File: config.mk
export PLATFORM = sky130hd
export DESIGN_NAME = pulse_burst_detector_flat
export DESIGN_NICKNAME = d
export VERILOG_FILES = /design/src/rtl/pulse_burst_detector_if.sv /design/src/rtl/pulse_burst_detector.sv /design/src/flat_wrapper.sv
export SDC_FILE = /design/constraint.sdc
export NUM_CORES = 1
export LEC_CHECK = 0
export CAP_MARGIN = 20
export CORE_MARGIN = 2
export CORE_UTILIZATION = 50
export CTS_BUF_LIST = sky130_fd_sc_hd__clkbuf_8 sky130_fd_sc_hd__clkbuf_16
export CTS_CLUSTER_SIZE = 14
export DETAILED_ROUTE_END_ITERATION = 12
export MAX_ROUTING_LAYER = met4
export PLACE_DENSITY_LB_ADDON = 0.25
export SETUP_SLACK_MARGIN = 0.15
export SYNTH_ARGS = -nofsm -noshare
export SYNTH_HDL_FRONTEND = slang
export SYNTH_SLANG_ARGS = --single-unit
export TNS_END_PERCENT = 1
File: constraint.sdc
create_clock -name clock -period 5.2 [get_ports clock]
set_input_delay 0.52 -clock clock [delete_from_list [all_inputs] [get_ports clock]]
set_output_delay 0.52 -clock clock [all_outputs]
set_load 0.02 [all_outputs]
File: src/rtl/pulse_burst_detector_if.sv
// Signal bundle between a pulse source (master) and the burst detector (slave).
// burst_valid is a one-cycle strobe with no ready: results are taken that cycle or read later from the held outputs.
interface pulse_burst_detector_if #(
  parameter int WIDTH_BITS = 8,
  parameter int COUNT_BITS = 4
);
  logic                  signal;
  logic                  burst_valid;
  logic [COUNT_BITS-1:0] burst_count;
  logic [WIDTH_BITS-1:0] high_width;
  logic [WIDTH_BITS-1:0] low_width;
  logic                  overflow;
  logic                  busy;
  logic [1:0]            state;

  modport master (
    output signal,
    input  burst_valid, burst_count, high_width, low_width, overflow, busy, state
  );

  modport slave (
    input  signal,
    output burst_valid, burst_count, high_width, low_width, overflow, busy, state
  );
endinterface

File: src/rtl/pulse_burst_detector.sv
// Measures pulse count, last high width and last low gap of a burst on an
// asynchronous pulse line; reports once the line has stayed low for GAP_CYCLES.
module pulse_burst_detector #(
  parameter int WIDTH_BITS = 8,
  parameter int COUNT_BITS = 4,
  parameter int GAP_CYCLES = 16
) (
  input  logic                  clock,
  input  logic                  reset,
  pulse_burst_detector_if.slave bus
);

  typedef enum logic [1:0] {IDLE = 2'd0, HIGH = 2'd1, LOW = 2'd2, DONE = 2'd3} state_t;

  localparam logic [WIDTH_BITS-1:0] W_MAX    = '1;
  localparam logic [COUNT_BITS-1:0] C_MAX    = '1;
  localparam logic [WIDTH_BITS-1:0] W_ONE    = WIDTH_BITS'(1);
  localparam logic [COUNT_BITS-1:0] C_ONE    = COUNT_BITS'(1);
  localparam logic [WIDTH_BITS-1:0] GAP_LAST = WIDTH_BITS'(GAP_CYCLES - 1);

  state_t                state;
  logic                  s1, s2, s_prev;
  logic [WIDTH_BITS-1:0] hi_cnt, lo_cnt, hi_last, lo_last;
  logic [COUNT_BITS-1:0] pcnt;
  logic                  ovf_int;

  logic                  burst_valid_r;
  logic [COUNT_BITS-1:0] burst_count_r;
  logic [WIDTH_BITS-1:0] high_width_r, low_width_r;
  logic                  overflow_r;

  logic rise, fall;
  assign rise = s2 & ~s_prev;
  assign fall = ~s2 & s_prev;

  always_ff @(posedge clock) begin
    if (reset) begin
      state         <= IDLE;
      s1            <= 1'b0;
      s2            <= 1'b0;
      s_prev        <= 1'b0;
      hi_cnt        <= '0;
      lo_cnt        <= '0;
      hi_last       <= '0;
      lo_last       <= '0;
      pcnt          <= '0;
      ovf_int       <= 1'b0;
      burst_valid_r <= 1'b0;
      burst_count_r <= '0;
      high_width_r  <= '0;
      low_width_r   <= '0;
      overflow_r    <= 1'b0;
    end else begin
      s1            <= bus.signal;
      s2            <= s1;
      s_prev        <= s2;
      burst_valid_r <= 1'b0;
      case (state)
        // DONE lasts one cycle but accepts a new burst exactly like IDLE.
        IDLE, DONE: begin
          if (rise) begin
            hi_cnt  <= W_ONE;
            pcnt    <= C_ONE;
            lo_last <= '0;
            ovf_int <= 1'b0;
            state   <= HIGH;
          end else begin
            state   <= IDLE;
          end
        end
        HIGH: begin
          if (fall) begin
            hi_last <= hi_cnt;
            lo_cnt  <= W_ONE;
            state   <= LOW;
          end else if (s2 && hi_cnt != W_MAX) begin
            hi_cnt <= hi_cnt + W_ONE;
            if (hi_cnt == W_MAX - W_ONE) ovf_int <= 1'b1;
          end
        end
        LOW: begin
          if (!s2) begin
            if (lo_cnt == GAP_LAST) begin
              state         <= DONE;
              burst_valid_r <= 1'b1;
              burst_count_r <= pcnt;
              high_width_r  <= hi_last;
              low_width_r   <= lo_last;
              overflow_r    <= ovf_int;
            end else if (lo_cnt != W_MAX) begin
              lo_cnt <= lo_cnt + W_ONE;
              if (lo_cnt == W_MAX - W_ONE) ovf_int <= 1'b1;
            end
          end else begin
            // s2 high while in LOW is always a rising edge.
            lo_last <= lo_cnt;
            hi_cnt  <= W_ONE;
            if (pcnt != C_MAX) begin
              pcnt <= pcnt + C_ONE;
              if (pcnt == C_MAX - C_ONE) ovf_int <= 1'b1;
            end
            state   <= HIGH;
          end
        end
        default: state <= IDLE;
      endcase
    end
  end

  assign bus.burst_valid = burst_valid_r;
  assign bus.burst_count = burst_count_r;
  assign bus.high_width  = high_width_r;
  assign bus.low_width   = low_width_r;
  assign bus.overflow    = overflow_r;
  assign bus.busy        = (state == HIGH) || (state == LOW);
  assign bus.state       = state;

endmodule

File: src/flat_wrapper.sv
// flat-port wrapper written by rule: the top's interface ports become plain ports
module pulse_burst_detector_flat 
#(
  parameter int WIDTH_BITS = 8,
  parameter int COUNT_BITS = 4,
  parameter int GAP_CYCLES = 16
)
  (clock, reset, bus_signal, bus_burst_valid, bus_burst_count, bus_high_width, bus_low_width, bus_overflow, bus_busy, bus_state);
  pulse_burst_detector_if #(.WIDTH_BITS(WIDTH_BITS), .COUNT_BITS(COUNT_BITS)) bus_i ();
  input  logic clock;
  input  logic reset;
  input wire logic [$bits(bus_i.signal)-1:0] bus_signal;
  output wire logic [$bits(bus_i.burst_valid)-1:0] bus_burst_valid;
  output wire logic [$bits(bus_i.burst_count)-1:0] bus_burst_count;
  output wire logic [$bits(bus_i.high_width)-1:0] bus_high_width;
  output wire logic [$bits(bus_i.low_width)-1:0] bus_low_width;
  output wire logic [$bits(bus_i.overflow)-1:0] bus_overflow;
  output wire logic [$bits(bus_i.busy)-1:0] bus_busy;
  output wire logic [$bits(bus_i.state)-1:0] bus_state;
  assign bus_i.signal = bus_signal;
  assign bus_burst_valid = bus_i.burst_valid;
  assign bus_burst_count = bus_i.burst_count;
  assign bus_high_width = bus_i.high_width;
  assign bus_low_width = bus_i.low_width;
  assign bus_overflow = bus_i.overflow;
  assign bus_busy = bus_i.busy;
  assign bus_state = bus_i.state;
  pulse_burst_detector #(.WIDTH_BITS(WIDTH_BITS), .COUNT_BITS(COUNT_BITS), .GAP_CYCLES(GAP_CYCLES)) u_core (.clock(clock), .reset(reset), .bus(bus_i));
endmodule
==> results_dict.tcl, run 1 <==
set metrics [dict create \
    outcome "finished, final reports clean" \
    combPwrFrac 0.033 \
    cap_violations 0 \
    fin_worst_skew_ns 0.00514 \
    cts_root_buffer "clkbuf_8" \
    worstMarginPinSlew_ns 1.01 \
    totalWireLength_um 5780 \
    setup_viol 0 \
    p_sw_frac 0.224 \
    crit_path_start_kind "flip-flop" \
    yosysSeqAreaShare 0.455 \
    cts-resized-gates 0 \
    syn_inst 333 \
    cts_buffers 9 \
    grt_overflow 0 \
    die_h_um 79.1 \
    seq_power_share 0.524 \
    ys_ff_latch 64 \
    worstPathArrival_ns 2.80 \
    crit_fanout 26 \
    grt_first_pass_wirelength_um 10000 \
    powerDensity_nw_per_um2 287 \
    fin_crit_sh 0.504 \
    grt_util_all_layers 0.211 \
    timing.fmax_mhz 382 \
    drcViolationCount 0 \
    ant_nets 0 \
    io_pins 28 \
    row_count 27 \
    min_period_ns 2.62 \
    hold_buffers 0 \
    cp.required_ns 5.38 \
    rsz0062_at_grt "no" \
    clockBufferDepth 2 \
    first_global_vias 2220 \
    synth_ff_type "dfxtp_1" \
    viasPerCell 5.39 \
    path_clk_slew_ns 0.07 \
    switchingPower_mw 0.212 \
    finalNetCount 365 \
    ys_types 49 \
    end_kind "flip-flop" \
    synthArstFlopShare 0 \
    final_max_slew_viol_count 0 \
    io_buffer_count 27 \
    yosysWarnings 0 \
    htree_levels 3 \
    die-width_um 79.1 \
    syn_nets 344 \
    p_leak_nw 1.17 \
    layout-drive-gt1-share 0.0752 \
    synth_edf_count 0 \
    hpwl_um 3830 \
    avgSynthCellArea_um2 8.47 \
    finalSetupTns_ns 0 \
    peakVddDrop_mv 0.256 \
    fin_util 0.602 \
    grt_max_degree 59 \
    dr.pass1.iters 5 \
    routabilityCongestion 0.881 \
    num_antenna_cells 0 \
    die-area_um2 6250 \
    vias 2323 \
    cts.sinks 64 \
    clk_latency_ns 0.34 \
    drt_iter0_drc 156 \
    crit_type "flip-flop to flip-flop" \
    clock_power_share 0.443 \
    p_int_mw 0.734 \
    relSlewSlack 0.326 \
    min_path_type "flip-flop to flip-flop" \
    hold_viol_final 0 \
    cts_setup_buffers 0 \
    area_growth_pct 17.0 \
    core-area_um2 5470 \
    antenna_found_initial 0 \
    wire_per_inst_um 13.4 \
    initial_utilization 0.515 \
    cts_tree "done" \
    syn_area_um2 2820 \
]
layout by cell type, fill, tap and decap left out, types with 6 or more instances in the layout:
master and instances:
clkdlybuf4s50_1 26, dfxtp_1 64, inv_1 12, nor2b_1 6, clkbuf_8 10, ha_1 8, mux2i_1 12, nor2_1 28
nand3_1 15, nand2_1 68, nor3_1 6, a21oi_1 38
logic make-up (layout without fill, tap and decap cells):
family | count (synthesis) | count (layout) | synth area share
compound gates | 69 | 69 | 0.166
buf+inv | 29 | 55 | 0.0439
xor+xnor | 4 | 4 | 0.0124
flops | 64 | 64 | 0.455
mux | 13 | 13 | 0.0466
fa+ha+maj | 8 | 8 | 0.0355
simple gates | 146 | 146 | 0.241
Yosys cell counts (all sizes together) (5+ instances only):
cell type / n / area (um2)
nand2: 68 / 255
a21oi: 39 / 199
inv: 11 / 41.3
nor2: 28 / 105
nor2b: 6 / 37.5
clkbuf: 10 / 37.5
nand3: 15 / 75.1
o21ai: 5 / 28.8
nor3: 7 / 40.0
mux2i: 12 / 120
dfxtp: 64 / 1280
buf: 8 / 45.0
ha: 8 / 100
sequential cells by signal, indices dropped and copies added (netlist names), 2 cells and up:
register and cells:
u_core.bus.state 2, u_core.bus.burst_count 4, u_core.hi_cnt 8, u_core.lo_cnt 8, u_core.pcnt 4, u_core.bus.high_width 8, u_core.hi_last 8, u_core.bus.low_width 8
u_core.lo_last 8
power by group through the flow:
stage,logic [mW],registers [mW],clock network (mW)
2_1_floorplan,0.0243,0.506,0
3_3_place_gp,0.0303,0.507,0
3_5_place_dp,0.0304,0.507,0
4_1_cts,0.0305,0.496,0.429
5_1_grt,0.0338,0.496,0.453
6_report,0.0309,0.496,0.419
per-stage QoR:
step | hold WS (ns) | setup WS [ns] | cell area [um2] | cells | total power [mW]
finish | 0.440 | 2.58 | 3300 | 431 | 0.945
global route | 0.467 | 2.26 | 3300 | 431 | 0.982
CTS | 0.444 | 2.53 | 3300 | 431 | 0.955
detailed placement | 0.428 | 2.57 | 3100 | 415 | 0.537
global placement | 0.416 | 2.65 | 3100 | 415 | 0.537
floorplan | 0.414 | 3.15 | 2820 | 333 | 0.530
final timing paths:
path | slack [ns] | endpoint | cells after the start | from
max reg2reg | 2.58 | u_core.bus.low_width[1] | 5 | u_core.bus.state[1]
min reg2reg | 0.44 | u_core.s2 | 1 | u_core.s1
max | 2.58 | u_core.bus.low_width[1] | 5 | u_core.bus.state[1]
min | 0.44 | u_core.s2 | 1 | u_core.s1
critical path, cell delays in order, from the launching register on:
cell and delay [ns]:
dfxtp_1 0.37, ha_1 0.69, nor2b_1 0.36, nand3_1 0.66
nand2_1 0.28, a21oi_1 0.09
cell type report:
cell class	instances	area [um2]
clock inverter	6	60.1
timing repair buffer	28	273
tap	72	90.1
inverter	11	41.3
sequential	64	1280
fill	511	2180
clock buffer	10	138
multi-input combinational	240	1410
per-layer routing:
layer,track usage,vias to the layer above,wire length (um)
li1,-,1192,-
met1,0.244,1082,2670
met2,0.333,41,2810
met3,0.0727,8,205
met4,0.0931,0,87
met5,-,-,0
Power figures use the tool's default switching activity.
==> run 2, diff against run 1 <==
Clock period 5.2 ns to 2.25 ns, I/O delays scaled along.
==> run 2 against run 1 <==
Global-route usage decreased by 0.82 points. Core utilization increased by 1.3 points. Count of clock-buffer cells in the layout decreased by 1. Worst hold slack got worse by 0.19 ns.
==> results_dict.tcl, run 2 (synthesized netlist as in run 1, its figures left out) <==
set metrics [dict create \
    crit_type "flip-flop to flip-flop" \
    initial_utilization 0.515 \
    layout_common_cells "68 x nand2_1, 64 x dfxtp_1, 38 x a21oi_1" \
    finalNetCount 375 \
    p_sw_frac 0.227 \
    num_antenna_cells 0 \
    fin_worst_skew_ns 0.00943 \
    crit_fanout 8 \
    dpl_cell_area_um2 3170 \
    crit_path_start_kind "flip-flop" \
    setup_viol 0 \
    combPwrFrac 0.035 \
    first_global_vias 2136 \
    path_clk_slew_ns 0.07 \
    row_count 27 \
    die_h_um 79.1 \
    grt_overflow 0 \
    switchingPower_mw 0.488 \
    cp_cell_sequence "inv_1 > ha_1 > buf_4 > o21ai_2 > a21boi_4 > or4_1 > a21oi_1" \
    ant_nets 0 \
    viasPerCell 5.31 \
    final_max_slew_viol_count 0 \
    min_path_type "primary input to flip-flop" \
    htree_levels 3 \
    relSlewSlack 0.731 \
    path_buf_inv 2 \
    cp.required_ns 2.53 \
    area_growth_pct 19.4 \
    totalWireLength_um 5630 \
    grt_util_all_layers 0.203 \
    cts_tree "done" \
    min_period_ns 2.00 \
    holdWs_ns 0.250 \
    clk_latency_ns 0.34 \
    end_kind "flip-flop" \
    drcViolationCount 0 \
    layout_commonest_cell "nand2_1" \
    p_int_mw 1.67 \
    die-width_um 79.1 \
    fin_ws_ns 0.246 \
    grt_max_degree 23 \
    path_delay_family "compound AO/OA/AOI/OAI gates" \
    fin_util 0.615 \
    finalPower_mw 2.15 \
    layout-drive-gt1-share 0.103 \
    seq_power_share 0.532 \
    peakVddDrop_mv 0.566 \
    worstMarginPinSlew_ns 0.400 \
    rsz0062_at_grt "yes" \
    outcome "finished, final reports clean" \
    dr.pass1.iters 4 \
    powerDensity_nw_per_um2 640 \
    fin_crit_sh 0.890 \
    io_pins 28 \
    cap_violations 0 \
    dpl.cell_count 425 \
    hpwl_um 4020 \
    place_ws_ns 0.264 \
    fin_cells 441 \
    cts_buffers 9 \
    p_leak_nw 1.21 \
    cts_root_buffer "clkbuf_8" \
    core-area_um2 5470 \
    drt_iter0_drc 130 \
    die-area_um2 6250 \
    design_area_um2 3370 \
    antenna_found_initial 0 \
    io_buffer_count 27 \
    timing.fmax_mhz 499 \
    worstPathArrival_ns 2.28 \
    cpMaxStageDelayCell "or4_1" \
    hold_viol_final 0 \
    grt_first_pass_wirelength_um 9680 \
    critical_path.max_stage_delay_ns 0.48 \
    finalSetupTns_ns 0 \
    clock_power_share 0.433 \
    vias 2341 \
    routabilityCongestion 0.931 \
    clockBufferDepth 2 \
    wire_per_inst_um 12.8 \
    cts.sinks 64 \
]
[run 2: cell count changes in the layout (fill, tap and decap cells not counted)]
cell / before / now
clkinv_2: 2 / 3
dlygate4sd2_1: 0 / 1
o221ai_2: 0 / 1
clkinv_4: 1 / 0
clkdlybuf4s50_1: 26 / 25
o221ai_1: 1 / 0
clkinvlp_4: 1 / 2
clkbuf_8: 10 / 9
buf_4: 1 / 11
[run 2: path summary, 6_finish.rpt]
| kind | slack [ns] | start | to | depth (start not counted) |
|---|---|---|---|---|
| worst min-delay path | 0.25 | reset | u_core.bus.state[0] | 2 |
| worst min register to register | 0.45 | u_core.bus.low_width[1] | u_core.bus.low_width[1] | 2 |
| worst max register to register | 0.25 | u_core.bus.state[0] | u_core.hi_cnt[5] | 7 |
| worst max-delay path | 0.25 | u_core.bus.state[0] | u_core.hi_cnt[5] | 7 |
[run 2: layer usage]
| layer | global-route usage | vias up | wire, um |
|---|---|---|---|
| met5 | - | - | 0 |
| met4 | 0.0879 | 0 | 107 |
| met3 | 0.0602 | 11 | 201 |
| met2 | 0.319 | 40 | 2720 |
| met1 | 0.242 | 1079 | 2600 |
| li1 | - | 1211 | - |
[run 2: power by group through the flow]
| stage | Sequential [mW] | Combinational [mW] | Clock, mW |
|---|---|---|---|
| floorplan | 1.17 | 0.0562 | 0 |
| global placement | 1.17 | 0.0754 | 0 |
| detailed placement | 1.17 | 0.0761 | 0 |
| CTS | 1.15 | 0.0758 | 0.957 |
| global route | 1.15 | 0.0837 | 1.01 |
| finish | 1.15 | 0.0760 | 0.932 |
[run 2: area by class of cell]
class / count / area, um2
fillers: 493 / 2110
inverters: 11 / 41.3
clock inverters: 7 / 63.8
clock buffers: 9 / 124
flip-flops and latches: 64 / 1280
well taps: 72 / 90.1
repair buffers: 38 / 347
multi-input cells: 240 / 1420
[run 2: what timing repair did]
item                       CTS  global route
setup endpoints to repair    1             4
resized for setup            1             1
cloned                       0             0
buffers inserted             0             0
hold buffers                 0             0
